[src/rtl/bsk_com_filter.sv]
`default_nettype none
// +--------------------------------------------------------------------------+
// | Module   : bsk_com_filter                                                |
// | Purpose  : Input qualifier for the 16 BSK command lines. Each raw line   |
// |            is synchronised (2 flops), debounced by a per-channel         |
// |            STABLE/QUALIFY FSM and registered onto oCom. A one-cycle      |
// |            per-channel change mask (and its OR) marks every update.      |
// | Option   : define BSK_COM_HOLD_EN to add a per-channel minimum hold of    |
// |            HOLD_CNT cycles after each oCom update.                       |
// | Revision : 1.0  initial release                                          |
// +--------------------------------------------------------------------------+
module bsk_com_filter #(
   parameter int CH_NUM   = 16,
   parameter int DEB_CNT  = 20,
   parameter int HOLD_CNT = 40
) (
   input  logic              clk,
   input  logic              aclr,
   input  logic [CH_NUM-1:0] iComRaw,
   input  logic              iFreeze,
   output logic [CH_NUM-1:0] oCom,
   output logic [CH_NUM-1:0] oChangeMask,
   output logic              oChange
);

   localparam int                 C_CNT_W   = $clog2(DEB_CNT + 1);
   localparam logic [C_CNT_W-1:0] C_DEB_MAX = C_CNT_W'(DEB_CNT);
   localparam logic [C_CNT_W-1:0] C_CNT_ONE = C_CNT_W'(1);

   typedef enum logic [0:0] {
      ST_STABLE  = 1'b0,
      ST_QUALIFY = 1'b1
   } state_t;

   logic [CH_NUM-1:0] r_sync1;
   logic [CH_NUM-1:0] r_sync2;

   // Two-flop synchroniser; the only logic that touches the raw lines.
   // It keeps sampling during iFreeze so s2 is current at release.
   always_ff @(posedge clk or posedge aclr) begin
      if (aclr) begin
         r_sync1 <= '0;
         r_sync2 <= '0;
      end else begin
         r_sync1 <= iComRaw;
         r_sync2 <= r_sync1;
      end
   end

   for (genvar g = 0; g < CH_NUM; g++) begin : g_ch
      state_t             r_state;
      state_t             w_state_nxt;
      logic [C_CNT_W-1:0] r_cnt;
      logic [C_CNT_W-1:0] w_cnt_nxt;
      logic               r_com;
      logic               w_com_nxt;
      logic               r_mask;
      logic               w_mask_nxt;
      logic               w_hold_busy;

`ifdef BSK_COM_HOLD_EN
      localparam int                  C_HOLD_W   = $clog2(HOLD_CNT + 1);
      localparam logic [C_HOLD_W-1:0] C_HOLD_MAX = C_HOLD_W'(HOLD_CNT);
      localparam logic [C_HOLD_W-1:0] C_HOLD_ONE = C_HOLD_W'(1);

      logic [C_HOLD_W-1:0] r_hold;
      logic [C_HOLD_W-1:0] w_hold_nxt;

      assign w_hold_busy = (r_hold != '0);

      // Hold counter: reload on every update, count down while not frozen.
      always_comb begin
         w_hold_nxt = r_hold;
         if (!iFreeze) begin
            if (w_mask_nxt) begin
               w_hold_nxt = C_HOLD_MAX;
            end else if (w_hold_busy) begin
               w_hold_nxt = r_hold - C_HOLD_ONE;
            end
         end
      end

      // Hold counter register.
      always_ff @(posedge clk or posedge aclr) begin
         if (aclr) begin
            r_hold <= '0;
         end else begin
            r_hold <= w_hold_nxt;
         end
      end
`else
      // Hold feature not built: the channel is never held, HOLD_CNT has no
      // effect (the expression below is constant 0 for any legal HOLD_CNT).
      assign w_hold_busy = (HOLD_CNT < 0);
`endif

      // Debounce FSM: a mismatch between s2 and oCom must persist through
      // DEB_CNT+1 consecutive evaluations before oCom follows s2.
      always_comb begin
         w_state_nxt = r_state;
         w_cnt_nxt   = r_cnt;
         w_com_nxt   = r_com;
         w_mask_nxt  = 1'b0;
         if (!iFreeze) begin
            if (w_hold_busy) begin
               w_state_nxt = ST_STABLE;
               w_cnt_nxt   = '0;
            end else begin
               case (r_state)
                  ST_STABLE: begin
                     if (r_sync2[g] != r_com) begin
                        w_state_nxt = ST_QUALIFY;
                        w_cnt_nxt   = C_CNT_ONE;
                     end else begin
                        w_cnt_nxt   = '0;
                     end
                  end
                  ST_QUALIFY: begin
                     if (r_sync2[g] == r_com) begin
                        w_state_nxt = ST_STABLE;
                        w_cnt_nxt   = '0;
                     end else if (r_cnt == C_DEB_MAX) begin
                        w_com_nxt   = r_sync2[g];
                        w_mask_nxt  = 1'b1;
                        w_state_nxt = ST_STABLE;
                        w_cnt_nxt   = '0;
                     end else begin
                        w_cnt_nxt   = r_cnt + C_CNT_ONE;
                     end
                  end
                  default: begin
                     w_state_nxt = ST_STABLE;
                     w_cnt_nxt   = '0;
                  end
               endcase
            end
         end
      end

      // Per-channel state, counter, qualified output and change flag.
      always_ff @(posedge clk or posedge aclr) begin
         if (aclr) begin
            r_state <= ST_STABLE;
            r_cnt   <= '0;
            r_com   <= 1'b0;
            r_mask  <= 1'b0;
         end else begin
            r_state <= w_state_nxt;
            r_cnt   <= w_cnt_nxt;
            r_com   <= w_com_nxt;
            r_mask  <= w_mask_nxt;
         end
      end

      assign oCom[g]        = r_com;
      assign oChangeMask[g] = r_mask;
   end

   assign oChange = |oChangeMask;

endmodule
`default_nettype wire

[config.mk]
export PLATFORM = sky130hd
export DESIGN_NAME = bsk_com_filter
export DESIGN_NICKNAME = d
export VERILOG_FILES = /design/src/rtl/bsk_com_filter.sv
export SDC_FILE = /design/constraint.sdc
export NUM_CORES = 1
export LEC_CHECK = 0
export ABC_CLOCK_PERIOD_IN_PS = 7700
export CAP_MARGIN = 10
export CORE_MARGIN = 3
export CORE_UTILIZATION = 45
export DETAILED_ROUTE_END_ITERATION = 10
export SYNTH_ARGS = -nofsm -noshare
export SYNTH_HDL_FRONTEND = slang
export SYNTH_SLANG_ARGS = --single-unit
[constraint.sdc]
create_clock -name clk -period 7.7 [get_ports clk]
set_clock_uncertainty 0.2 [all_clocks]
set_input_delay 1.155 -clock clk [delete_from_list [all_inputs] [get_ports clk]]
set_output_delay 1.155 -clock clk [all_outputs]
set_load 0.01 [all_outputs]
Word level (Yosys, flattened, before mapping)
Cells that the tools add are included.
W data, S select, Z words.
{"block": "totals", "wordCells": 372, "register_bits": 160, "output_inout_bits": 33, "in_bits": 19}
{"block": "classes", "muxes": 192, "bitwise": 33, "n_addsub": 16, "n_reduce_logical": 17, "eq_ne": 48}
{"op": "$mux W5", "n": 32}
{"op": "$pmux W5 S2", "n": 16}
{"op": "$mux W1", "n": 128}
{"op": "$add A5 B1 Y5 const B", "n": 16}
{"op": "$eq A5 B5 Y1 const B", "n": 16}
{"op": "$reduce_and A4 Y1", "n": 16}
{"op": "$not A1 Y1", "n": 33}
{"op": "$pmux W1 S2", "n": 16}
{"op": "$eq A1 B1 Y1", "n": 16}
{"op": "$ne A1 B1 Y1", "n": 16}
{"op": "$reduce_or A16 Y1", "n": 1}

Logic depth before layout (Yosys ltp)
{"block": "logic_depth", "word_depth": 5, "depth_mapped": 6, "depth_no_buf": 5}

Least setup slack after synthesis
Ideal clock, no wire load.
{"block": "synth_path", "kind": "input to register", "start": "input iFreeze", "end": "register g_ch[14].r_cnt[3]", "required_time_ns": 7.367, "n_path_buf": 3, "setup_slack_ns": 5.436, "path_stages": 6, "setup_ns": 0.133, "arrival_time_ns": 1.931, "cell_sequence": "buf_4 > buf_6 > buf_6 > and2_1 > a41oi_1 > o41ai_2"}
{"item": "from (decl)", "line": "20", "rtl": "input logic iFreeze,"}
{"item": "to (signal assigned)", "line": "149", "rtl": "r_cnt <= w_cnt_nxt;"}
{"item": "to (decl)", "line": "53", "rtl": "logic [C_CNT_W-1:0] r_cnt;"}

Worst setup path after layout
{"block": "layout_path", "start": "register g_ch[9].r_mask", "end": "output oChange"}
{"block": "layout_between", "elab_chain_len": 1}
{"item": "from (decl)", "line": "57", "rtl": "logic r_mask;"}
{"item": "from (signal assigned)", "line": "151", "rtl": "r_mask <= w_mask_nxt;"}
{"item": "$reduce_or A16 Y1", "line": "159", "rtl": "assign oChange = |oChangeMask;"}
{"item": "to (decl)", "line": "23", "rtl": "output logic oChange"}
Every way passes these cells.

==> flow_metrics.tcl <==
set metrics [dict create \
    run_status "completed" \
    cts.clk_slew.worst_paths_ps 60 \
    worst_setup_path_end_kind "primary output" \
    synth_area_leaders "sky130_fd_sc_hd__dfrtp_1 50%, sky130_fd_sc_hd__ha_1 5.0%, sky130_fd_sc_hd__nand2_1 3.3%, sky130_fd_sc_hd__nand3_1 3.3%, sky130_fd_sc_hd__buf_4 3.1%" \
    finalNetCount 837 \
    grt_max_degree 106 \
    drt-pass1-iter-count 5 \
    leakage_nw 3.91 \
    timing.critical_path.from_type "register" \
    yosysTopAreaCell "sky130_fd_sc_hd__dfrtp_1" \
    ctsHoldBuffers 0 \
    seq_power_share 0.477 \
    route.final.wire_length_microns 15700 \
    count_of_antenna_violating_nets_left_after_detailed_routing 0 \
    power_w 0.00192 \
    crit_fanout 2 \
    synthToLayoutAreaGrowth_pct 13.1 \
    clock_buffer_count_from_cts 17 \
    viasPerCell 5.59 \
    cts_tree "yes" \
    cp.arrival_ps 2110 \
    grt_setup_unrepaired "false" \
    switchingPower_w 0.000472 \
    grt_usage 0.168 \
    num_antenna_cells 0 \
    yosysUniqueCellTypes 47 \
    final.setup.worst_slack_ps 4230 \
    drt_first_iter_violations 241 \
    power.share.clock 0.451 \
    core_sq_um 17400 \
    irDropWorstVdd_uv 134 \
    number_of_flops_mapped_to_enable_cells_by_yosys 0 \
    place_area_sq_um 8540 \
    top_level_ports 52 \
    routed_wire_length_per_instance_microns 15.3 \
    initial_core_util 0.464 \
    worstSkewPairLatency_ps 420 \
    synth.net_count 819 \
    post_cts_gate_resize_count 0 \
    fp-row-count 48 \
    combinationalPowerShare 0.073 \
    drc_violations_left 0 \
    worst_setup_slack_post_dpl_ps 4350 \
    average_cell_area_after_synthesis_sq_um 10.5 \
    cts-root-to-sink-buffers 2 \
    report.final.slew_viol_count 0 \
    switching_power_as_a_share_of_total_power 0.246 \
    timing.max_cap.violations 0 \
    final_period_minus_worst_setup_slack_ps 3470 \
    fmax_mhz 289 \
    hold_viol_final 0 \
    powerDensity_nw_per_um2 209 \
    cts_setup_buffers 0 \
    chipHeight_microns 140 \
    worst_pin_slew_ps 950 \
    fp.dieArea_sq_um 19600 \
    postSynth.asyncResetShare 1.00 \
    dp_hpwl_microns 10300 \
    synth_top_flop_cell "sky130_fd_sc_hd__dfrtp_1" \
    place.gp.congestion 0.799 \
    layout_commonest_cell "sky130_fd_sc_hd__dfrtp_1" \
    most-common-layout-cells "160 x sky130_fd_sc_hd__dfrtp_1, 72 x sky130_fd_sc_hd__nand2_1, 61 x sky130_fd_sc_hd__inv_1, 54 x sky130_fd_sc_hd__nand3_1, 50 x sky130_fd_sc_hd__clkdlybuf4s50_1" \
    routed-via-count 5721 \
    cts.sinks 160 \
    die_x_microns 140 \
    grt_remaining_overflow 0 \
    drive_gt1_frac 0.0851 \
    yosys.area.top_type_share 0.495 \
    grt_pass1_vias 5786 \
    grt_antenna_before_repair 0 \
    io_buffer_count 51 \
    final-setup-viol-count 0 \
    postLayoutCellArea_sq_um 9150 \
    wire_length_of_the_first_global_routing_pass_microns 27400 \
    critPathRequiredTime_ps 6340 \
    internal_power_w 0.00144 \
    htree_num_levels 4 \
    critPathKind "reg -> out" \
    fin_tns_setup_ps 0 \
    sequential_share_of_the_synthesized_area 0.495 \
    synth-warning-count 0 \
    synth_cells 768 \
    finalCritPeriodShare 0.450 \
    cts-root-buf "sky130_fd_sc_hd__clkbuf_16" \
    slew-limit-headroom 0.366 \
    min-delay-path-class "reg -> reg" \
    ys_ff_latch 160 \
    syn_area_sq_um 8090 \
]
-- metrics by stage --
stage / hold slack [ps] / util / instances
2_1_floorplan: 131 / - / 768
3_5_place_dp: 136 / 0.490 / 992
4_1_cts: 153 / 0.525 / 1024
3_3_place_gp: 133 / 0.490 / 992
6_report: 150 / 0.525 / 1024
5_1_grt: 156 / 0.525 / 1024
-- critical path, stage by stage, from the launching register on --
cell and delay (ps):
sky130_fd_sc_hd__dfrtp_1 380, sky130_fd_sc_hd__nor4_1 520, sky130_fd_sc_hd__nand4_1 250, sky130_fd_sc_hd__clkdlybuf4s50_1 540
-- flip-flops by register name (all words and copies together), names as in the netlist --
signal / flops
g_ch.r_cnt: 80
g_ch.r_com: 16
g_ch.r_mask: 16
g_ch.r_state: 16
r_sync1: 16
r_sync2: 16
-- per-layer routing --
layer / GRT usage / up-vias / share of wire
met5: 0 / - / 0
met4: 0.0663 / 0 / 0.011
met3: 0.0406 / 11 / 0.037
met2: 0.270 / 76 / 0.49
met1: 0.220 / 2838 / 0.46
li1: - / 2796 / -
-- power by group through the flow --
stage                     sequential, W  clock [W]  combinational (W)
after floorplan                0.000916          0           0.000110
after global placement         0.000926          0           0.000134
after detailed placement       0.000928          0           0.000141
after CTS                      0.000913   0.000889           0.000142
after global routing           0.000919   0.000927           0.000161
final                          0.000914   0.000863           0.000139
-- cell families after synthesis --
family | after synthesis | synth area share
xor+xnor | 22 | 0.0266
mux | 25 | 0.0337
compound gates | 155 | 0.137
simple gates | 257 | 0.184
flops | 160 | 0.495
buf+inv | 117 | 0.0740
fa+ha+maj | 32 | 0.0495
-- synth_stat cells (4+ instances only) --
library cell and n:
sky130_fd_sc_hd__o311ai_2 4, sky130_fd_sc_hd__nand2_1 72, sky130_fd_sc_hd__a41oi_1 13, sky130_fd_sc_hd__buf_2 16, sky130_fd_sc_hd__nor4_1 4, sky130_fd_sc_hd__nand3_1 54
sky130_fd_sc_hd__xnor2_1 6, sky130_fd_sc_hd__dfrtp_1 160, sky130_fd_sc_hd__nand4_1 9, sky130_fd_sc_hd__mux2i_1 7, sky130_fd_sc_hd__a22o_1 28, sky130_fd_sc_hd__a32oi_1 8
sky130_fd_sc_hd__nand3b_1 5, sky130_fd_sc_hd__xor2_1 13, sky130_fd_sc_hd__mux2_2 18, sky130_fd_sc_hd__nor2b_1 13, sky130_fd_sc_hd__ha_1 32, sky130_fd_sc_hd__or4_1 5
sky130_fd_sc_hd__a211oi_1 6, sky130_fd_sc_hd__nor2_1 16, sky130_fd_sc_hd__nand2b_1 7, sky130_fd_sc_hd__inv_1 62, sky130_fd_sc_hd__a21oi_1 5, sky130_fd_sc_hd__o21ai_1 8
sky130_fd_sc_hd__o22ai_1 14, sky130_fd_sc_hd__nand4b_1 17, sky130_fd_sc_hd__and4b_1 23, sky130_fd_sc_hd__o21ai_0 45, sky130_fd_sc_hd__buf_4 33, sky130_fd_sc_hd__nor3b_1 8
sky130_fd_sc_hd__and3_1 4, sky130_fd_sc_hd__a31oi_1 11, sky130_fd_sc_hd__clkbuf_1 4, sky130_fd_sc_hd__and2_1 12
-- layout make-up --
type                            count  area (sq um)
Clock inverter                     15           183
Tap cell                          225           282
Fill cell                        1520          8270
Multi-Input combinational cell    491          3480
Timing Repair Buffer               54           531
Inverter                           62           238
Clock buffer                       17           425
Sequential cell                   160          4000
-- final timing paths --
check	depth (start not counted)	slack, ps	end	from
min	0	150	r_sync2[1]	r_sync1[1]
max	3	4230	oChange	g_ch[9].r_mask
min reg2reg	0	150	r_sync2[1]	r_sync1[1]
min in group asynchronous	2	1080	g_ch[3].r_cnt[3]	aclr
max in group asynchronous	3	4930	g_ch[13].r_cnt[2]	aclr
max reg2reg	5	5980	g_ch[13].r_com	g_ch[13].r_cnt[0]
Power figures use the tool's default switching activity.
